===== src/rtl/dma_cmd_scheduler.sv =====
// Round-robin command scheduler in front of dma_control: grants one of NREQ sources,
// splits its request into chunks of at most MAX_SECTORS sectors and issues them in order.
module dma_cmd_scheduler #(
    parameter int unsigned NREQ        = 2,
    parameter int unsigned MAX_SECTORS = 256,
    parameter int unsigned TIMEOUT     = 2**20
) (
    input  logic                sclk,
    input  logic                rstn,
    input  logic [NREQ-1:0]     req_val,
    input  logic [NREQ*25-1:0]  req_addr,
    input  logic [NREQ*32-1:0]  req_lba,
    input  logic [NREQ*32-1:0]  req_cnt,
    input  logic [NREQ-1:0]     req_type,
    output logic [NREQ-1:0]     req_ack,
    output logic [NREQ-1:0]     req_done,
    output logic [NREQ-1:0]     req_err,
    output logic                dma_start,
    input  logic                dma_accepted,
    input  logic                dma_done,
    output logic [24:0]         dma_mem_address,
    output logic [31:0]         dma_lba,
    output logic [31:0]         dma_sector_cnt,
    output logic                dma_type,
    output logic                busy,
    output logic [2:0]          cur_req
);
    localparam int unsigned   TW         = $clog2(TIMEOUT) + 1;
    localparam logic [TW-1:0] TIMER_LAST = TW'(TIMEOUT - 1);
    localparam logic [31:0]   MAX_CHUNK  = 32'(MAX_SECTORS);

    typedef enum logic [2:0] {IDLE, ISSUE, WAIT, DONE, ERR} state_t;

    state_t         state;
    logic [2:0]     last_grant;
    logic [31:0]    remaining;
    logic [TW-1:0]  timer;
    logic [2:0]     grant;
    logic           grant_val;
    logic [3:0]     cand;
    logic [24:0]    sel_addr;
    logic [31:0]    sel_lba;
    logic [31:0]    sel_cnt;
    logic           sel_type;
    logic [31:0]    rem_next;
    logic           timed_out;

    function automatic logic [31:0] chunk_of(input logic [31:0] r);
        return (r > MAX_CHUNK) ? MAX_CHUNK : r;
    endfunction

    function automatic logic [NREQ-1:0] onehot(input logic [2:0] idx);
        logic [NREQ-1:0] v;
        v = '0;
        for (int unsigned j = 0; j < NREQ; j++)
            if (idx == 3'(j)) v[j] = 1'b1;
        return v;
    endfunction

    // Candidates are visited starting just after last_grant, wrapping modulo NREQ.
    always_comb begin
        grant     = '0;
        grant_val = 1'b0;
        cand      = '0;
        for (int unsigned k = 0; k < NREQ; k++) begin
            cand = {1'b0, last_grant} + 4'd1 + 4'(k);
            if (cand >= 4'(NREQ)) cand = cand - 4'(NREQ);
            for (int unsigned j = 0; j < NREQ; j++)
                if (!grant_val && cand == 4'(j) && req_val[j]) begin
                    grant     = 3'(j);
                    grant_val = 1'b1;
                end
        end
    end

    always_comb begin
        sel_addr = '0;
        sel_lba  = '0;
        sel_cnt  = '0;
        sel_type = 1'b0;
        for (int unsigned j = 0; j < NREQ; j++)
            if (grant == 3'(j)) begin
                sel_addr = req_addr[j*25 +: 25];
                sel_lba  = req_lba[j*32 +: 32];
                sel_cnt  = req_cnt[j*32 +: 32];
                sel_type = req_type[j];
            end
    end

    always_comb begin
        req_ack = '0;
        if (rstn && state == IDLE && grant_val) req_ack = onehot(grant);
    end

    assign rem_next  = remaining - dma_sector_cnt;
    assign timed_out = (timer == TIMER_LAST);

    always_ff @(posedge sclk) begin
        if (!rstn) begin
            state           <= IDLE;
            last_grant      <= 3'(NREQ - 1);
            remaining       <= '0;
            timer           <= '0;
            req_done        <= '0;
            req_err         <= '0;
            dma_start       <= 1'b0;
            dma_mem_address <= '0;
            dma_lba         <= '0;
            dma_sector_cnt  <= '0;
            dma_type        <= 1'b0;
            busy            <= 1'b0;
            cur_req         <= '0;
        end else begin
            req_done <= '0;
            req_err  <= '0;
            case (state)
                IDLE: begin
                    if (grant_val) begin
                        cur_req         <= grant;
                        dma_mem_address <= sel_addr;
                        dma_lba         <= sel_lba;
                        dma_type        <= sel_type;
                        timer           <= '0;
                        busy            <= 1'b1;
                        if (sel_cnt == '0) begin
                            state     <= DONE;
                            remaining <= '0;
                            req_done  <= onehot(grant);
                        end else begin
                            state          <= ISSUE;
                            remaining      <= sel_cnt;
                            dma_sector_cnt <= chunk_of(sel_cnt);
                            dma_start      <= 1'b1;
                        end
                    end
                end
                ISSUE: begin
                    timer <= timer + TW'(1);
                    if (dma_accepted) begin
                        state     <= WAIT;
                        dma_start <= 1'b0;
                    end else if (timed_out) begin
                        state     <= ERR;
                        dma_start <= 1'b0;
                        req_err   <= onehot(cur_req);
                    end
                end
                WAIT: begin
                    timer <= timer + TW'(1);
                    // Completion takes priority over a timeout landing in the same cycle.
                    if (dma_done) begin
                        remaining       <= rem_next;
                        dma_lba         <= dma_lba + dma_sector_cnt;
                        dma_mem_address <= dma_mem_address + {dma_sector_cnt[22:0], 2'b00};
                        if (rem_next == '0) begin
                            state    <= DONE;
                            req_done <= onehot(cur_req);
                        end else begin
                            state          <= ISSUE;
                            timer          <= '0;
                            dma_sector_cnt <= chunk_of(rem_next);
                            dma_start      <= 1'b1;
                        end
                    end else if (timed_out) begin
                        state   <= ERR;
                        req_err <= onehot(cur_req);
                    end
                end
                DONE: begin
                    state      <= IDLE;
                    busy       <= 1'b0;
                    last_grant <= cur_req;
                end
                ERR: begin
                    state      <= IDLE;
                    busy       <= 1'b0;
                    last_grant <= cur_req;
                    remaining  <= '0;
                end
                default: state <= IDLE;
            endcase
        end
    end
endmodule


===== config.mk =====
export PLATFORM = sky130hd
export DESIGN_NAME = dma_cmd_scheduler
export DESIGN_NICKNAME = d
export VERILOG_FILES = /design/src/rtl/dma_cmd_scheduler.sv
export SDC_FILE = /design/constraint.sdc
export NUM_CORES = 1
export LEC_CHECK = 0
export BUFFER_PORTS_ARGS = -buffer_cell sky130_fd_sc_hd__buf_2
export CAP_MARGIN = 20
export CORE_AREA = 10 10 159 161
export CTS_CLUSTER_SIZE = 40
export DETAILED_ROUTE_END_ITERATION = 10
export DIE_AREA = 0 0 169 171
export PLACE_DENSITY = 0.81
export REMOVE_ABC_BUFFERS = 1
export SKIP_CTS_REPAIR_TIMING = 1
export SLEW_MARGIN = 0
export SYNTH_ARGS = -nofsm -noshare
export SYNTH_HDL_FRONTEND = slang
export SYNTH_SLANG_ARGS = --single-unit

===== constraint.sdc =====
create_clock -name sclk -period 11.25 [get_ports sclk]
set_clock_uncertainty 0.05 [all_clocks]
set_input_delay 2.25 -clock sclk [delete_from_list [all_inputs] [get_ports sclk]]
set_output_delay 2.25 -clock sclk [all_outputs]
set_load 0.005 [all_outputs]

==> flow_summary.toml, run 1 <==
[synthesis]
netlist_instances = 1636
synth_area_sq_um = 12010
synth_seq_cells = 154
yosys_warnings = 0
synth_edf_count = 0
async_flop_share = 0
yosys.cell_types.count = 83
synth_top_flop_cell = "dfxtp_1"
synth.avg_cell_area_sq_um = 7.343
synth-seq-area-share = 0.2566

[power_and_ir_drop]
ir_drop_mv = 0.08234
finalPower_mw = 1.885
leakage_nw = 6.628
powerDensity_nw_per_um2 = 133.6

[timing]
slew_violations = 0
final.period_utilization = 0.5736
rsz0062_at_grt = "no"
setup_viol = 0
fmax_mhz = 155.0
fin_tns_setup_ns = 0
maxSlewHeadroom = 0.2553
finalHoldViolCount = 0
setup_slack_ns = 4.797
period_needed_ns = 6.453
holdWs_ns = 0.4223
tightest_slew_ns = 1.113

[route]
drt_iter0_drc = 1159
drc = 0
viasPerCell = 5.987
detail_route.first_pass.iterations = 5
ant_nets = 0
wl_um = 41230
wl_per_cell_um = 19.11
num_vias = 12920

[cells_and_area]
n_antenna_cell = 0
nNetsFinal = 2134
area_delta_synth_final_pct = 17.47
design_area_sq_um = 14110
drive_gt1_frac = 0.1997

[floorplan]
start_util = 0.5404
ioPinCount = 287
die_width_um = 169
rows = 55
die_h_um = 171
core_sq_um = 22230
die_area_sq_um = 28900

[clock_network]
clk_pin_slew_ns = 0.07
cts_made_buffers = 17
cts_tree = "built"
clk_latency_ns = 0.44
clockBufferDepth = 2
clockRootBuffer = "clkbuf_16"
clock-sinks = 154
htree_levels = 4

[worst_setup_path]
path_cells = "buf_2 -> buf_4 -> inv_2 -> buf_4 -> nor3_1 -> buf_2"
reg2reg_slack_ns = 6.23
critPathArrivalTime_ns = 4.15
critical_path.max_fanout = 49
slowest_delay_ns = 0.63
path_class = "in -> out"
end_kind = "output pin"
startpoint_type = "input port"
slowest_stage = "buf_4"
cp.required_ns = 8.95
rr_worst_depth = 14

[placement]
place_ws_ns = 4.872
place_area_sq_um = 13510
port_buffers = 284
post-dp-hpwl_um = 31530
gp_congestion = 0.9141

[flow_run]
maxCapViolations = 0

[global_routing]
grt_pass1_vias = 12380
grt_pass1_wl_um = 64090
overflow = 0
antenna_found_initial = 0
grtUsageTotal = 0.2697
grt_max_degree = 82

[outcome]
status = "completed"

[min_path]
hp-class = "reg -> reg"
hold_depth = 2
through the flow:
step,instances,util
after detailed placement,2125,0.6079
after CTS,2157,0.6339
final,2158,0.6348
after floorplan,1543,-
after global placement,2125,0.6079
after global routing,2158,0.6348
per-layer routing:
metal  track usage  share of wire
met1        0.3288           0.42
met2        0.4624           0.48
met3       0.04886          0.074
met4        0.1028          0.029
met5             0              0
where the power goes:
part	internal, mW	switching (mW)	total, mW
Combinational	0.263	0.413	0.677
Clock	0.313	0.266	0.580
Sequential	0.589	0.0390	0.628
Total	1.17	0.719	1.88
registers in the layout, summed over array words and instances, names as in the netlist, 2 cells and up:
name,flops
req_err,2
state,3
timer,21
remaining,32
req_done,2
dma_mem_address,25
dma_lba,32
dma_sector_cnt,32
synth_stat cells (all sizes together) (5+ instances only):
cell     instances  area [sq um]
nand2          259         972.2
a21oi          166         849.6
nor2           166         698.2
dfxtp          154          3083
o21ai           93         469.2
ha              85          1064
clkbuf          76         286.5
nand3           71         360.3
inv             53         198.9
xnor2           42         367.9
o211ai          38         285.3
xor2            36         315.3
a21o            33         247.7
nor3            31         155.2
a211oi          27         207.7
mux2i           27         270.3
nor4            22         152.7
o21a            22         165.2
buf             18         123.9
a31oi           17         106.4
nand4           15         93.84
or3             15         93.84
nand2b          14         87.58
o221ai          14         122.6
o2bb2ai         13         113.9
and3            11         68.82
and2            10         62.56
o211a           10         100.1
nand3b           8         60.06
nor2b            8         50.05
a211o            6         52.55
o22ai            6         37.54
or2              6         37.54
o31ai            5         37.54
worst paths after layout:
kind | from | end
worst min-delay path | busy$_SDFFE_PN0P_ | busy$_SDFFE_PN0P_
worst max register to register | dma_sector_cnt[21]$_SDFFE_PN0P_ | dma_sector_cnt[31]$_SDFFE_PN0P_
worst max-delay path | rstn | req_ack[0]
worst min register to register | busy$_SDFFE_PN0P_ | busy$_SDFFE_PN0P_
worst max-delay path: cells and delay by family:
kind	cells	cell delay (ns)
and+or+nand+nor	1	0.13
buffers and inverters	5	1.71
cell type report:
class | count | area (sq um)
Clock buffer | 17 | 425.4
Fill cell | 1967 | 8117
Multi-Input combinational cell | 1336 | 8356
Clock inverter | 15 | 152.6
Inverter | 53 | 198.9
Tap cell | 285 | 356.6
Timing Repair Buffer | 298 | 1539
Sequential cell | 154 | 3083
cells in the final DEF, fill, tap and decap left out, types with 8 or more instances in the layout:
cell type	count
and3_1	11
nand3b_1	8
buf_2	284
mux2i_1	27
nand2_1	256
o21a_1	22
clkbuf_16	17
and2_1	8
xnor2_1	42
xor2_1	36
nor2b_1	8
ha_1	85
o21ai_0	90
a211oi_1	26
o211a_1	10
inv_1	52
o221ai_1	14
nand3_1	70
nand2b_1	14
nor3_1	30
o211ai_1	38
o2bb2ai_1	13
dfxtp_1	154
buf_4	13
nor2_1	156
nor2_4	10
or3_1	15
nor4_1	21
a21o_1	33
nand4_1	15
a21oi_1	163
a31oi_1	17
cells by family after synthesis:
family	count (synthesis)	share of synthesized area
AOI/OAI and AO/OA	489	0.2657
other	1	0.0003122
buffers and inverters	147	0.05072
adders and majority gates	88	0.09353
and+or+nand+nor	650	0.2519
DFF	154	0.2566
xor gates and xnor gates	78	0.05687
muxes	29	0.02437
No activity file was read; power rests on OpenSTA's default activity.
==> run 2, diff against run 1 <==
- ABC_AREA: default -> 1
- CORE_AREA: 10 10 159 161 -> 10 10 172 174
- DIE_AREA: 0 0 169 171 -> 0 0 182 184
- PLACE_DENSITY: 0.81 -> 0.78
- clock period: 11.25 -> 5.92 ns (I/O delays scaled with it)
==> flow_summary.toml, run 2 <==
[outcome]
status = "completed"

[clock_network]
cts_made_buffers = 17
clockBufferDepth = 2
clk_pin_slew_ns = 0.07
clk_latency_ns = 0.45
htree_levels = 4
cts_tree = "built"
clock-sinks = 154
clockRootBuffer = "clkbuf_16"

[floorplan]
ioPinCount = 287
core_sq_um = 25910
start_util = 0.5080
die_h_um = 184
die_area_sq_um = 33490
rows = 59
die_width_um = 182

[cells_and_area]
layout_commonest_cell = "nand2_1"
top_regs = "dma_lba (32), dma_sector_cnt (32), remaining (32)"
nNetsFinal = 2628
area_delta_synth_final_pct = 16.39
layout_common_cells = "570 x nand2_1, 284 x buf_2, 270 x inv_1, 197 x o21ai_0, 154 x dfxtp_1"
design_area_sq_um = 15320
drive_gt1_frac = 0.1753

[synthesis]
ys_top_cells_by_area = "dfxtp_1 23%, nand2_1 16%, ha_1 8.1%, inv_1 7.7%, o21ai_0 7.5%"
async_flop_share = 0
yosys.area.top_type_share = 0.2342
synth_area_sq_um = 13160
yosys_warnings = 0
synth-seq-area-share = 0.2342
synth_top_flop_cell = "dfxtp_1"
yosysTopAreaCell = "dfxtp_1"
yosys.cell_types.count = 57
synth.avg_cell_area_sq_um = 6.218
synth_edf_count = 0
synth_most_common_cell = "nand2_1"
yosys-top-cells-count = "570 x nand2_1, 271 x inv_1, 197 x o21ai_0"
synth_seq_cells = 154
netlist_instances = 2117

[worst_setup_path]
slowest_delay_ns = 0.52
critPathArrivalTime_ns = 4.89
crit_path_frequent_cell = "nand2_1"
reg2reg_slack_ns = 1.81
startpoint_type = "input port"
end_kind = "flop"
crit_family = "simple AND/OR/NAND/NOR gates"
critical_path.max_fanout = 54
slowest_stage = "nor4_1"
cp.required_ns = 6.22
path_cells = "buf_2 -> nand2_1 -> nand2_4 -> inv_2 -> nand2_1 -> nand2_1 -> nor4_1 -> nand4_1 -> nor2_2 -> nand2_2 -> nand3_4 -> nand2_4 -> a21oi_1"
path_class = "in -> reg"
critPathBufInv = 2

[global_routing]
grtUsageTotal = 0.2671
grt_pass1_wl_um = 73810
overflow = 0
grt_max_degree = 76
antenna_found_initial = 0
grt_pass1_vias = 14280

[power_and_ir_drop]
leakage_nw = 7.882
powerDensity_nw_per_um2 = 330.3
ir_drop_mv = 0.1746

[min_path]
hp-class = "reg -> reg"

[timing]
rsz0062_at_grt = "no"
period_needed_ns = 4.596
finalHoldViolCount = 0
fin_tns_setup_ns = 0
maxSlewHeadroom = 0.3172
tightest_slew_ns = 1.024
fmax_mhz = 217.6
setup_viol = 0
final.period_utilization = 0.7763
holdWs_ns = 0.4131
slew_violations = 0

[route]
wl_met3_um = 4106
drt_iter0_drc = 1229
num_vias = 14960
wl_per_cell_um = 17.31
drc = 0
ant_nets = 0
detail_route.first_pass.iterations = 7
viasPerCell = 5.535
wl_met1_um = 19860
wl_um = 46780
dr_wl_met2_um = 21560
routed.top_layer = "met4"

[placement]
port_buffers = 284
post-dp-hpwl_um = 36920
place_area_sq_um = 14730
gp_congestion = 0.9607

[flow_run]
maxCapViolations = 0
-- run 2: logic make-up after synthesis --
group | share of synthesized area
DFF | 0.2342
adders and majority gates | 0.08535
AOI/OAI and AO/OA | 0.2292
buffers and inverters | 0.1095
other | 0.0002849
xor gates and xnor gates | 0.03260
and+or+nand+nor | 0.3074
muxes | 0.001521
-- run 2: stage by stage --
step / instances / util / worst slack, ns / power [mW]
finish: 2703 / 0.5913 / 1.324 / 5.061
global route: 2702 / 0.5912 / 1.034 / 5.454
CTS: 2702 / 0.5912 / 1.349 / 5.040
detailed placement: 2670 / 0.5683 / 0.9409 / 3.906
global placement: 2670 / 0.5683 / 1.057 / 3.865
floorplan: 2043 / - / 0.9565 / 3.122
-- run 2: where the power goes --
part	switching (mW)	leakage (nW)	total, mW	internal (mW)
clock	0.562	0.289	1.13	0.571
sequential	0.150	1.27	1.34	1.19
combinational	1.72	6.32	2.59	0.873
total	2.43	7.88	5.06	2.63
-- run 2: metal layers --
metal	GRT usage	up-vias
li1	-	7466
met1	0.3350	6750
met2	0.4460	662
met3	0.05787	82
met4	0.08721	0
met5	0	-
-- run 2: layout make-up --
cell class	instances	area (sq um)
clock inverter	15	167.7
multi-input combinational	1599	8653
sequential	154	3083
timing repair buffer	292	1481
tap	335	419.2
inverter	290	1089
antenna	1	2.502
clock buffer	17	425.4
fill	2584	10590
-- run 2: final timing paths --
check                              from                             end  depth (start not counted)
max reg2reg  last_grant[0]$_SDFFE_PN1P_  dma_sector_cnt[9]$_SDFFE_PN0P_                         12
min                   busy$_SDFFE_PN0P_               busy$_SDFFE_PN0P_                          2
min reg2reg           busy$_SDFFE_PN0P_               busy$_SDFFE_PN0P_                          2
max                          req_val[0]  dma_sector_cnt[9]$_SDFFE_PN0P_                         13
-- run 2: tightest hold or removal path, cell delays in order, from the launching register on --
cell and delay [ns]:
dfxtp_1 0.31, nand2_1 0.06, a21oi_1 0.05
